$ cat src/rtl/min_receive_fsm.sv
// Frame receiver: AA AA AA | ID | LEN | payload | CRC32 (MSB first) | 55.
// Strips byte stuffing, checks length and CRC-32, and publishes good frames.
module min_receive_fsm #(
  parameter int N_DATA_BYTE = 2
) (
  input  logic                     i_clk,
  input  logic                     i_rst,
  input  logic                     i_en,
  input  logic                     i_valid,
  input  logic [7:0]               i_byte,
  output logic [7:0]               o_id,
  output logic [8*N_DATA_BYTE-1:0] o_data,
  output logic                     o_valid,
  output logic                     o_err,
  output logic [3:0]               o_state
);

  localparam int          DW       = 8 * N_DATA_BYTE;
  localparam logic [7:0]  LEN_VAL  = 8'(N_DATA_BYTE);
  localparam logic [7:0]  LAST_IDX = 8'(N_DATA_BYTE - 1);
  localparam logic [31:0] CRC_INIT = '1;

  typedef enum logic [3:0] {
    S_SEARCH, S_HDR1, S_HDR2, S_ID, S_LEN, S_PAYLOAD,
    S_CRC3, S_CRC2, S_CRC1, S_CRC0, S_EOF
  } state_t;

  state_t          state_q, state_d;
  logic [1:0]      aa_cnt_q, aa_cnt_d;
  logic [7:0]      cnt_q, cnt_d;
  logic [31:0]     crc_q, crc_d;
  logic [31:0]     rx_crc_q, rx_crc_d;
  logic [7:0]      id_sh_q, id_sh_d;
  logic [DW-1:0]   data_sh_q, data_sh_d;
  logic [7:0]      id_q, id_d;
  logic [DW-1:0]   data_q, data_d;
  logic            valid_q, valid_d;
  logic            err_q, err_d;
  logic            is_aa, in_body;

  function automatic logic [31:0] crc_upd(input logic [31:0] c, input logic [7:0] b);
    logic [31:0] r;
    r = c ^ {24'h0, b};
    for (int unsigned k = 0; k < 8; k++) begin
      r = r[0] ? ((r >> 1) ^ 32'hEDB88320) : (r >> 1);
    end
    return r;
  endfunction

  // Next-state, datapath and output pulse decode for one accepted byte
  always_comb begin
    state_d   = state_q;
    aa_cnt_d  = aa_cnt_q;
    cnt_d     = cnt_q;
    crc_d     = crc_q;
    rx_crc_d  = rx_crc_q;
    id_sh_d   = id_sh_q;
    data_sh_d = data_sh_q;
    id_d      = id_q;
    data_d    = data_q;
    valid_d   = 1'b0;
    err_d     = 1'b0;
    is_aa     = (i_byte == 8'hAA);
    in_body   = !(state_q inside {S_SEARCH, S_HDR1, S_HDR2});

    if (i_en && i_valid) begin
      if (is_aa && aa_cnt_q >= 2'd2) begin
        // Third AA in a row: silently abandon whatever was in progress.
        state_d  = S_ID;
        aa_cnt_d = 2'd3;
        cnt_d    = '0;
      end else if (in_body && aa_cnt_q == 2'd2 && i_byte == 8'h55) begin
        // Stuffed 0x55 after two body AAs: dropped, only breaks the AA run.
        aa_cnt_d = '0;
      end else begin
        aa_cnt_d = is_aa ? aa_cnt_q + 2'd1 : 2'd0;
        case (state_q)
          S_SEARCH: if (is_aa) state_d = S_HDR1;
          S_HDR1:   state_d = is_aa ? S_HDR2 : S_SEARCH;
          S_HDR2:   state_d = is_aa ? S_ID : S_SEARCH;
          S_ID: begin
            id_sh_d = i_byte;
            crc_d   = crc_upd(CRC_INIT, i_byte);
            state_d = S_LEN;
          end
          S_LEN: begin
            crc_d = crc_upd(crc_q, i_byte);
            cnt_d = '0;
            if (i_byte == LEN_VAL) begin
              state_d = (N_DATA_BYTE == 0) ? S_CRC3 : S_PAYLOAD;
            end else begin
              err_d   = 1'b1;
              state_d = S_SEARCH;
            end
          end
          S_PAYLOAD: begin
            crc_d     = crc_upd(crc_q, i_byte);
            data_sh_d = DW'({data_sh_q, i_byte});
            if (cnt_q == LAST_IDX) begin
              cnt_d   = '0;
              state_d = S_CRC3;
            end else begin
              cnt_d = cnt_q + 8'd1;
            end
          end
          S_CRC3: begin rx_crc_d = {rx_crc_q[23:0], i_byte}; state_d = S_CRC2; end
          S_CRC2: begin rx_crc_d = {rx_crc_q[23:0], i_byte}; state_d = S_CRC1; end
          S_CRC1: begin rx_crc_d = {rx_crc_q[23:0], i_byte}; state_d = S_CRC0; end
          S_CRC0: begin rx_crc_d = {rx_crc_q[23:0], i_byte}; state_d = S_EOF;  end
          S_EOF: begin
            if (i_byte == 8'h55 && (crc_q ^ 32'hFFFFFFFF) == rx_crc_q) begin
              valid_d = 1'b1;
              id_d    = id_sh_q;
              data_d  = data_sh_q;
            end else begin
              err_d = 1'b1;
            end
            state_d = S_SEARCH;
          end
          default: state_d = S_SEARCH;
        endcase
      end
    end
  end

  // State and datapath registers with asynchronous active-low reset
  always_ff @(posedge i_clk or negedge i_rst) begin
    if (!i_rst) begin
      state_q   <= S_SEARCH;
      aa_cnt_q  <= '0;
      cnt_q     <= '0;
      crc_q     <= CRC_INIT;
      rx_crc_q  <= '0;
      id_sh_q   <= '0;
      data_sh_q <= '0;
      id_q      <= '0;
      data_q    <= '0;
      valid_q   <= 1'b0;
      err_q     <= 1'b0;
    end else begin
      state_q   <= state_d;
      aa_cnt_q  <= aa_cnt_d;
      cnt_q     <= cnt_d;
      crc_q     <= crc_d;
      rx_crc_q  <= rx_crc_d;
      id_sh_q   <= id_sh_d;
      data_sh_q <= data_sh_d;
      id_q      <= id_d;
      data_q    <= data_d;
      valid_q   <= valid_d;
      err_q     <= err_d;
    end
  end

  assign o_id    = id_q;
  assign o_data  = data_q;
  assign o_valid = valid_q;
  assign o_err   = err_q;
  assign o_state = state_q;

endmodule

$ cat config.mk
export PLATFORM = sky130hd
export DESIGN_NAME = min_receive_fsm
export DESIGN_NICKNAME = d
export VERILOG_FILES = /design/src/rtl/min_receive_fsm.sv
export SDC_FILE = /design/constraint.sdc
export NUM_CORES = 1
export LEC_CHECK = 0
export ABC_CLOCK_PERIOD_IN_PS = 6900
export CAP_MARGIN = 20
export CORE_UTILIZATION = 47
export CTS_CLUSTER_SIZE = 10
export DETAILED_ROUTE_END_ITERATION = 7
export PLACE_DENSITY = 0.65
export SETUP_SLACK_MARGIN = 0.02
export SLEW_MARGIN = 20
export SYNTH_ARGS = -nofsm -noshare
export SYNTH_HDL_FRONTEND = slang
export SYNTH_SLANG_ARGS = --single-unit
$ cat constraint.sdc
create_clock -name i_clk -period 6.9 [get_ports i_clk]
set_clock_uncertainty 0.05 [all_clocks]
set_input_delay 0.69 -clock i_clk [delete_from_list [all_inputs] [get_ports i_clk]]
set_output_delay 0.69 -clock i_clk [all_outputs]
set_load 0.01 [all_outputs]
==> After elaboration in Yosys (flattened, before gate mapping) <==
Cells that the tools add are included.
{ "totals": {"register_bits": 128, "output_inout_bits": 30, "elab_cells": 116} }
{ "op_classes": {"eq_ne": 19, "n_reduce_logical": 19, "n_lt_le_gt_ge": 1, "bitwise": 21, "n_mux": 43, "addsub": 2} }
{ "op_table": {"columns": ["operator", "n"], "rows": [
  ["32-bit two-way mux", 16],
  ["13-bit inverter with 14-bit output", 16],
  ["32-bit one-hot mux with 2 select lines", 1],
  ["4-bit one-hot mux with 10 select lines", 1],
  ["32-bit == test", 1],
  ["32-bit inverter", 1],
  ["8-bit inverter with 32-bit output", 1],
  ["32-bit by 8-bit XOR with 32-bit output", 1],
  ["8-bit two-way mux", 3],
  ["4-bit AND reduction", 5],
  ["4-bit by 3-bit == test with 1-bit output, second input constant", 4],
  ["4-bit two-way mux", 4],
  ["8-bit one-hot mux with 2 select lines", 1],
  ["4-bit == test, second input constant", 3],
  ["1-bit two-way mux", 10],
  ["2-bit two-way mux", 5],
  ["8-bit by 1-bit adder with 8-bit output, second input constant", 1],
  ["4-bit by 2-bit == test with 1-bit output, second input constant", 2],
  ["8-bit by 1-bit == test with 1-bit output, second input constant", 1],
  ["8-bit by 2-bit == test with 1-bit output, second input constant", 1],
  ["8-bit by 7-bit == test with 1-bit output, second input constant", 1],
  ["8-bit == test, second input constant", 1],
  ["3-bit nonzero test", 2],
  ["1-bit logical AND", 5],
  ["17 further kinds", 18]
]} }

==> Logic depth before layout (Yosys ltp) <==
Gate-level depths: netlist (run 1).
{ "depth": {"word_depth": 18, "depth_mapped": 12} }

==> Worst setup path before layout (run 1) <==
Ideal clock, no wire load.
{ "synth_timing": {"path_type": "input-to-reg", "from": "input i_byte[5]", "to": "register data_q[0], in the netlist o_data[0]", "stages": 11, "setup_slack_ns": 3.936, "setup_time_ns": 0.125, "arrival_time_ns": 2.789, "required_ns": 6.725, "cell_sequence": "buf_2 inv_1 ha_1 and4b_1 a41oi_1 and2_1 buf_2 nand2_1 nor2_2 buf_4 mux2_2"} }
{ "synth_between": {"elab_chain_len": 4, "word_cells_on_any_way": 8} }
{ "synth_lines": {"columns": ["element", "line_no", "rtl"], "rows": [
  ["start, declared", "10", "input logic [7:0] i_byte,"],
  ["8-bit by 7-bit == test with 1-bit output or 8-bit == test (tied branches)", "72, 111, 63", null],
  ["1-bit logical AND (on tied branches)", "72, 67", null],
  ["1-bit inverter (no source line)", null, null],
  ["5-bit AND reduction (no source line) *", null, null],
  ["end signal, assigned", "149", "data_q <= data_d;"],
  ["end, declared", "36", "logic [DW-1:0] data_q, data_d;"]
]} }
Every way passes the cells marked *; elsewhere a longest branch is shown, timed or not.
A chain may end at the register's enable or synchronous reset.

==> Final worst setup path (run 1) <==
{ "layout_timing": {"from": "input i_byte[5]", "to": "register data_q[13], in the netlist o_data[13]"} }
Same word-level chain as after synthesis.

==> results of run 1 <==
## layer usage
layer / part of all wire, % / track usage [%]
met4: 2.1 / 9.18
met1: 46 / 31.0
met2: 47 / 35.6
met5: 0 / 0
met3: 4.9 / 5.39
## final cells by class
type / instances / area (um^2) / area share, %
repair buffers: 45 / 438 / 5.35
multi-input cells: 486 / 3650 / 44.6
clock inverters: 15 / 141 / 1.73
flip-flops and latches: 128 / 3240 / 39.6
well taps: 184 / 230 / 2.81
inverters: 14 / 52.6 / 0.642
clock buffers: 17 / 425 / 5.20
## critical path, cell delays in order
cell and delay, ns:
sky130_fd_sc_hd__clkdlybuf4s50_1 0.84, sky130_fd_sc_hd__inv_1 0.19, sky130_fd_sc_hd__ha_1 0.23, sky130_fd_sc_hd__and4b_1 0.19, sky130_fd_sc_hd__a41oi_1 0.39, sky130_fd_sc_hd__and2_1 0.36, sky130_fd_sc_hd__nand2_1 0.16, sky130_fd_sc_hd__nor2_4 0.55
sky130_fd_sc_hd__mux2_2 0.41
## cell families after synthesis
family                   after synthesis  synth area share, %
adder cells (fa/ha/maj)               11                 1.93
buffers and inverters                 50                 3.59
AO/OA/AOI/OAI                        103                 8.43
flip-flops                           128                 45.4
XOR/XNOR                             151                 20.1
AND/OR/NAND/NOR                      152                 9.66
multiplexers                          69                 10.9
## flip-flops by register name, indices dropped and copies added (netlist names)
signal,cells
aa_cnt_q,2
cnt_q,8
crc_q,32
data_sh_q,16
id_sh_q,8
o_data,16
o_err,1
o_id,8
o_state,4
o_valid,1
rx_crc_q,32
## where the power goes
group	total [mW]	switching (mW)	internal, mW
registers	1.37	0.304	1.06
clock network	0.864	0.386	0.479
logic	1.67	0.863	0.808
total	3.90	1.55	2.35
## path summary, 6_finish.rpt
kind                            startpoint      endpoint  depth (start not counted)
worst max-delay path             i_byte[5]    o_data[13]                          9
worst min-delay path                 i_rst  rx_crc_q[28]                          1
worst max register to register    crc_q[2]    o_data[13]                          6
worst min register to register   crc_q[14]     crc_q[14]                          2
max in group asynchronous            i_rst    id_sh_q[6]                          2
min in group i_clk               crc_q[14]     crc_q[14]                          2
## cells in the final DEF, fill, tap and decap left out, drive strengths merged, types with 3 or more instances in the layout
| master | count |
|---|---|
| nand3 | 8 |
| a21oi | 19 |
| nand2 | 69 |
| mux2 | 69 |
| clkdlybuf4s50 | 40 |
| buf | 5 |
| ha | 11 |
| clkbuf | 17 |
| inv | 25 |
| and3 | 3 |
| a31oi | 4 |
| o21ai | 58 |
| nand4 | 9 |
| nor2 | 35 |
| nand2b | 4 |
| nor3 | 12 |
| dfrtp | 96 |
| dfstp | 32 |
| xor2 | 64 |
| clkinv | 3 |
| or3 | 3 |
| xnor2 | 85 |
## metrics by stage
step / cells / instance area, um^2 / power [mW] / hold slack [ns] / setup WS (ns)
5_1_grt: 889 / 8180 / 4.16 / 0.386 / 2.90
3_3_place_gp: 857 / 7610 / 3.02 / 0.431 / 2.46
6_report: 889 / 8180 / 3.90 / 0.310 / 3.12
3_5_place_dp: 857 / 7620 / 3.03 / 0.441 / 2.72
2_1_floorplan: 664 / 7140 / 2.64 / 0.344 / 3.94
4_1_cts: 889 / 8180 / 3.92 / 0.331 / 3.17
==> flow_metrics.tcl, run 1 <==
set metrics [dict create \
    routed_wl_um 16500 \
    yosys_register_bits 128 \
    yosysWarnings 0 \
    place.gp.congestion 0.898 \
    drc 0 \
    syn2layout_area_growth_pct 14.7 \
    drive_gt1_share_pct 21.7 \
    detailed_routing_iteration_count_for_the_pre_antenna_repair_pass 4 \
    synthMostInstantiatedCell "sky130_fd_sc_hd__dfrtp_1" \
    post_synth_most_frequent_cells "sky130_fd_sc_hd__dfrtp_1 (96), sky130_fd_sc_hd__xnor2_1 (81), sky130_fd_sc_hd__mux2_2 (69), sky130_fd_sc_hd__nand2_1 (69), sky130_fd_sc_hd__xor2_1 (60)" \
    detailedPlacementHpwl_um 11700 \
    cts.root.buffer_cell "sky130_fd_sc_hd__clkbuf_16" \
    vias 4838 \
    drt.antenna.violating_nets 0 \
    start_util_pct 48.6 \
    floorplan.die.width_um 125 \
    worst-path-max-fanout 24 \
    place.port_buffers 41 \
    final.period_utilization_pct 54.8 \
    ctsHtreeMaxLevel 4 \
    maxSlewHeadroom_pct 37.7 \
    cp.required_ns 7.16 \
    critical_path.startpoint_type "primary input" \
    power.density_cell_area_nw_per_um2 477 \
    cts.clk_slew.worst_paths_ns 0.06 \
    status "finished, final reports clean" \
    synth_area_leaders "sky130_fd_sc_hd__dfrtp_1 (34%), sky130_fd_sc_hd__dfstp_2 (12%), sky130_fd_sc_hd__mux2_2 (11%)" \
    timing.max_cap.violations 0 \
    finalCoreUtilization_pct 55.7 \
    design.die.area_um2 15700 \
    cts-buffers-inserted 17 \
    hold_vio_cnt_final 0 \
    syn-cell-area_um2 7140 \
    cts_tree "done" \
    synth_top_area_cell "sky130_fd_sc_hd__dfrtp_1" \
    reg2reg_setup_slack_ns 3.93 \
    worst_pin_slew_ns 0.932 \
    via_count_of_the_first_global_routing_pass 4939 \
    postSynthNetCount 687 \
    num-nets-final 715 \
    end_kind "flip-flop" \
    track_usage_pct 22.9 \
    design.portCount 42 \
    clock_insertion_delay_worst_skew_ns 0.43 \
    std_cell_rows 44 \
    post_synth_inst_count 664 \
    clkSinkCount 128 \
    synth.yosys.seq_area_share_pct 45.4 \
    cts_buffer_depth 2 \
    grt_start_max_net_pins 66 \
    grt_pass1_wl_um 27300 \
    yosys_most_used_dff "sky130_fd_sc_hd__dfrtp_1" \
    timing.critical_path.arrival_ns 4.04 \
    cts-hold-fix-buffers 0 \
    synth_async_sr_flop_share_pct 100 \
    grt_remaining_overflow 0 \
    power.ir.vdd_worst_mv 0.201 \
    drt-wirelength-per-cell_um 18.6 \
    synth_largest_type_area_fraction_pct 33.7 \
    totalNegativeSetupSlack_ns 0 \
    number_of_pins_with_negative_max_slew_slack_in_the_final_report 0 \
    post_cts_buffers 0 \
    worstHoldPathType "primary input to asynchronous set/reset pin" \
    max_freq_mhz 265 \
    finalWorstPathRequiredPeriod_ns 3.78 \
    fillerInstances 1268 \
    p_leak_nw 3.59 \
    viasPerCell 5.44 \
    unrepaired_setup_endpoints_after_global_routing "no" \
    chipHeight_um 125 \
    antenna_found_initial 0 \
    final-setup-viol-count 0 \
    antenna_cells_inserted 0 \
    core_area_um2 14700 \
    drtIter0Drc 247 \
    cts_resized 0 \
    path_class "primary input to flip-flop" \
    syn_avg_cell_area_um2 10.8 \
    yosysUniqueCellTypes 57 \
    number_of_flops_mapped_to_enable_cells_by_yosys 0 \
]
(Power assumes the default switching activity.)
==> run 2, diff against run 1 <==
Settings changed: ABC_CLOCK_PERIOD_IN_PS 6900 to 3500.
Clock period 6.9 ns to 3.5 ns, I/O delays scaled along.
==> flow_metrics.tcl, run 2 (same netlist as run 1, synthesis figures left out) <==
set metrics [dict create \
    fillerInstances 1245 \
    critical_path.startpoint_type "flip-flop" \
    worst_pin_slew_ns 0.960 \
    ctsHtreeMaxLevel 4 \
    worst-path-max-fanout 24 \
    area_taken_by_flip_flops_and_latches_um2 3240 \
    worstHoldPathType "flip-flop to flip-flop" \
    timing.critical_path.arrival_ns 3.07 \
    critical-path-top-cell-by-count "sky130_fd_sc_hd__nand4_1" \
    clock_insertion_delay_worst_skew_ns 0.43 \
    cellInternalPower_mw 4.86 \
    track_usage_pct 24.3 \
    power.ir.vdd_worst_mv 0.499 \
    number_of_pins_with_negative_max_slew_slack_in_the_final_report 0 \
    drc 0 \
    hold_vio_cnt_final 0 \
    totalNegativeSetupSlack_ns 0 \
    cp.required_ns 3.76 \
    antenna_found_initial 0 \
    slowest_delay_ns 0.63 \
    unrepaired_setup_endpoints_after_global_routing "no" \
    crit-reg2reg-launch "crc_q[2]" \
    antenna_cells_inserted 0 \
    final.period_utilization_pct 80.3 \
    p_leak_nw 3.73 \
    timing.critical_path.cells "xor2_1 > nand4_1 > nor3_1 > nand4_1 > nor2_2 > buf_4 > mux2_2" \
    p_comb_share_pct 42.8 \
    fin_hold_ws_ns 0.440 \
    cts-buffers-inserted 17 \
    instances_no_fill 915 \
    place.port_buffers 41 \
    cts.root.buffer_cell "sky130_fd_sc_hd__clkbuf_16" \
    drt-wirelength-per-cell_um 19.3 \
    status "finished, final reports clean" \
    std_cell_rows 44 \
    grt_pass1_wl_um 28900 \
    detailedPlacementHpwl_um 12700 \
    switching_share_pct 38.7 \
    clock_power_share_pct 23.0 \
    power.density_cell_area_nw_per_um2 941 \
    end_kind "flip-flop" \
    maxSlewHeadroom_pct 35.8 \
    timing.max_cap.violations 0 \
    via_count_of_the_first_global_routing_pass 5211 \
    crit_path_top_delay_cell "sky130_fd_sc_hd__dfstp_2" \
    design.die.area_um2 15700 \
    detailed_routing_iteration_count_for_the_pre_antenna_repair_pass 5 \
    startpoint "crc_q[2]" \
    largest_registers "crc_q x32, rx_crc_q x32" \
    syn2layout_area_growth_pct 18.1 \
    drt.antenna.violating_nets 0 \
    drtIter0Drc 277 \
    vias 5049 \
    grt_remaining_overflow 0 \
    cts_resized 0 \
    grt_start_max_net_pins 61 \
    post_cts_buffers 0 \
    power.switching_mw 3.07 \
    layout_commonest_cell "sky130_fd_sc_hd__dfrtp_1" \
    path_class "flip-flop to flip-flop" \
    final-setup-viol-count 0 \
    cts_buffer_depth 2 \
    chipHeight_um 125 \
    floorplan.die.width_um 125 \
    layout.cells.most_common_list "sky130_fd_sc_hd__dfrtp_1 (96), sky130_fd_sc_hd__xnor2_1 (81), sky130_fd_sc_hd__nand2_1 (69), sky130_fd_sc_hd__mux2_2 (69), sky130_fd_sc_hd__xor2_1 (60)" \
    setup_ws_ns 0.689 \
    area_of_combinational_cells_with_multiple_inputs_um2 3650 \
    dp.cells 882 \
    max_freq_mhz 356 \
    sequentialPowerShare_pct 34.2 \
    drive_gt1_share_pct 24.4 \
    clkSinkCount 128 \
    finalWorstPathRequiredPeriod_ns 2.81 \
    p_total_mw 7.93 \
    viasPerCell 5.52 \
    core_area_um2 14700 \
    place.gp.congestion 0.909 \
    worst_slack_at_placement_ns 0.352 \
    cts_tree "done" \
    hold_start "crc_q[14]" \
    routed_wl_um 17700 \
    design.portCount 42 \
    start_util_pct 48.6 \
    cts.clk_slew.worst_paths_ns 0.06 \
    num-nets-final 741 \
]
## run 2: changes by cell type in the layout (fill, tap and decap cells not counted), moves of 2 or more
cell,delta
sky130_fd_sc_hd__clkinvlp_4,+2
sky130_fd_sc_hd__bufinv_16,+2
sky130_fd_sc_hd__buf_4,+24
sky130_fd_sc_hd__inv_8,-3
## run 2: worst paths after layout
kind                       cells after the start           end  slack (ns)
min in group asynchronous                      2  rx_crc_q[14]        0.51
setup / recovery                               7    o_data[13]        0.69
hold / removal                                 2     crc_q[14]        0.44
hold reg to reg                                2     crc_q[14]        0.44
setup reg to reg                               7    o_data[13]        0.69
max in group asynchronous                      3     o_data[9]        2.06
## run 2: layout make-up
type	count	area share [%]
Sequential cell	128	38.5
Clock inverter	14	2.00
Multi-Input combinational cell	486	43.3
Timing Repair Buffer	71	7.69
Clock buffer	18	5.21
Inverter	14	0.623
Tap cell	184	2.73
## run 2: critical path, delay by kind of cell (launching register included)
kind	cells	cell delay (ns)
multiplexers	1	0.38
XOR/XNOR	1	0.25
buffers and inverters	1	0.32
flip-flops	1	0.63
AND/OR/NAND/NOR	4	1.04
## run 2: metrics by stage
stage	util, %	cell area [um^2]
after global placement	53.1	7810
final	57.4	8430
after CTS	57.4	8430
after global routing	57.4	8430
after detailed placement	53.1	7810
after floorplan	-	7140
## run 2: power groups by stage
stage	Clock, mW	Sequential, mW	Combinational [mW]
final	1.82	2.71	3.40
after global routing	1.92	2.78	3.69
after CTS	1.86	2.71	3.40
after detailed placement	0	2.73	3.37
after global placement	0	2.71	3.31
after floorplan	0	2.43	2.78
## run 2: timing repair
action	CTS	global route
endpoints found under the setup margin	0	0
hold buffers	1	0
endpoints found under the hold margin	26	0
## run 2: routing by layer
layer  track usage [%]  vias up  wire length, um
met4              9.90        0              359
met5                 0        -                0
met1              33.3     2531             8120
met2              38.0      135             8410
met3              4.66       27              800
li1                  -     2356                -
==> run 3, diff against run 2 <==
Settings changed: ABC_CLOCK_PERIOD_IN_PS 3500 to 2820.
Clock period 3.5 ns to 2.82 ns, I/O delays scaled along.
==> flow_metrics.tcl, run 3 (same netlist as run 1, synthesis figures left out) <==
set metrics [dict create \
    status "finished, final reports clean" \
    timing.critical_path.arrival_ns 2.75 \
    clkSinkCount 128 \
    design.die.area_um2 15700 \
    clock_insertion_delay_worst_skew_ns 0.43 \
    antenna_cells_inserted 0 \
    syn2layout_area_growth_pct 20.8 \
    detailed_routing_iteration_count_for_the_pre_antenna_repair_pass 5 \
    cp.required_ns 3.08 \
    drtIter0Drc 266 \
    grt_remaining_overflow 0 \
    std_cell_rows 44 \
    core_area_um2 14700 \
    ctsHtreeMaxLevel 4 \
    fillerInstances 1222 \
    critical_path.startpoint_type "flip-flop" \
    design.portCount 42 \
    worst_pin_slew_ns 0.725 \
    final.period_utilization_pct 88.3 \
    antenna_found_initial 0 \
    num-nets-final 762 \
    path_class "flip-flop to flip-flop" \
    final-setup-viol-count 0 \
    grt_pass1_wl_um 28400 \
    power.density_cell_area_nw_per_um2 1160 \
    cts_resized 0 \
    drive_gt1_share_pct 26.5 \
    viasPerCell 5.33 \
    start_util_pct 48.6 \
    p_leak_nw 3.85 \
    max_freq_mhz 402 \
    layout.cells.most_common_list "sky130_fd_sc_hd__dfrtp_1 (96), sky130_fd_sc_hd__xnor2_1 (81), sky130_fd_sc_hd__nand2_1 (69), sky130_fd_sc_hd__mux2_2 (69), sky130_fd_sc_hd__xor2_1 (60)" \
    worst-path-max-fanout 12 \
    track_usage_pct 23.8 \
    fin_hold_ws_ns 0.237 \
    worstHoldPathType "primary input to asynchronous set/reset pin" \
    totalNegativeSetupSlack_ns 0 \
    via_count_of_the_first_global_routing_pass 5106 \
    layout_commonest_cell "sky130_fd_sc_hd__dfrtp_1" \
    cts-hold-fix-buffers 1 \
    finalWorstPathRequiredPeriod_ns 2.49 \
    place.port_buffers 41 \
    maxSlewHeadroom_pct 51.6 \
    number_of_pins_with_negative_max_slew_slack_in_the_final_report 0 \
    cts.clk_slew.worst_paths_ns 0.06 \
    cts-buffers-inserted 17 \
    drt.antenna.violating_nets 0 \
    place.gp.congestion 0.979 \
    end_kind "flip-flop" \
    power.ir.vdd_worst_mv 0.522 \
    largest_registers "crc_q x32, rx_crc_q x32" \
    timing.max_cap.violations 0 \
    routed_wl_um 17400 \
    floorplan.die.width_um 125 \
    cts_buffer_depth 2 \
    hold_vio_cnt_final 0 \
    post_cts_buffers 0 \
    detailedPlacementHpwl_um 12700 \
    unrepaired_setup_endpoints_after_global_routing "no" \
    cts.root.buffer_cell "sky130_fd_sc_hd__clkbuf_16" \
    chipHeight_um 125 \
    cts_tree "done" \
    p_total_mw 9.99 \
    vias 4990 \
    grt_start_max_net_pins 75 \
    drt-wirelength-per-cell_um 18.6 \
    drc 0 \
]
## run 3: cell count changes in the layout (fill, tap and decap cells not counted)
cell / previous run / this run
sky130_fd_sc_hd__inv_8: 3 / 4
sky130_fd_sc_hd__clkinv_8: 0 / 1
sky130_fd_sc_hd__buf_12: 1 / 5
sky130_fd_sc_hd__buf_4: 29 / 46
sky130_fd_sc_hd__clkinv_4: 1 / 0
sky130_fd_sc_hd__clkinvlp_4: 3 / 1
sky130_fd_sc_hd__bufinv_16: 2 / 1
sky130_fd_sc_hd__clkbuf_8: 1 / 0
sky130_fd_sc_hd__inv_6: 5 / 7
sky130_fd_sc_hd__clkinv_2: 0 / 1
## run 3: critical path: stages, from the launching register on
cell	delay, ns
sky130_fd_sc_hd__dfrtp_1	0.50
sky130_fd_sc_hd__a211o_1	0.35
sky130_fd_sc_hd__a41oi_1	0.30
sky130_fd_sc_hd__buf_4	0.17
sky130_fd_sc_hd__nand3_1	0.13
sky130_fd_sc_hd__nor3_4	0.48
sky130_fd_sc_hd__mux2_2	0.39
## run 3: final cells by class
type | count | area, um^2 | area share [%]
flip-flops and latches | 128 | 3240 | 37.6
inverters | 14 | 52.6 | 0.610
repair buffers | 92 | 856 | 9.93
clock inverters | 15 | 165 | 1.92
well taps | 184 | 230 | 2.67
multi-input cells | 486 | 3650 | 42.3
clock buffers | 17 | 425 | 4.93
## run 3: worst paths after layout
check,from,to,slack [ns],cells after the start
worst min register to register,crc_q[14],crc_q[14],0.45,2
worst min-delay path,i_rst,rx_crc_q[14],0.24,2
worst max register to register,o_state[2],id_sh_q[1],0.33,6
max in group asynchronous,i_rst,crc_q[19],1.73,3
min in group i_clk,crc_q[14],crc_q[14],0.45,2
worst max-delay path,o_state[2],id_sh_q[1],0.33,6
## run 3: per-stage QoR
step | instance area, um^2 | setup WS (ns) | util [%] | std cells
after floorplan | 7140 | 0.264 | - | 664
after global placement | 8020 | -0.0159 | 54.6 | 903
after detailed placement | 8020 | -0.0410 | 54.6 | 903
after CTS | 8620 | 0.355 | 58.6 | 936
after global routing | 8620 | 0.0637 | 58.6 | 936
final | 8620 | 0.330 | 58.6 | 936
## run 3: report_power, final
group	internal [mW]	switching, mW	total (mW)
clock network	1.26	0.937	2.20
logic	2.23	2.24	4.46
registers	2.61	0.718	3.33
## run 3: per-layer routing
metal / GRT usage [%] / part of all wire (%)
met5: 0 / 0
met1: 32.0 / 47
met3: 5.73 / 5.2
met2: 37.5 / 46
met4: 8.90 / 2.0
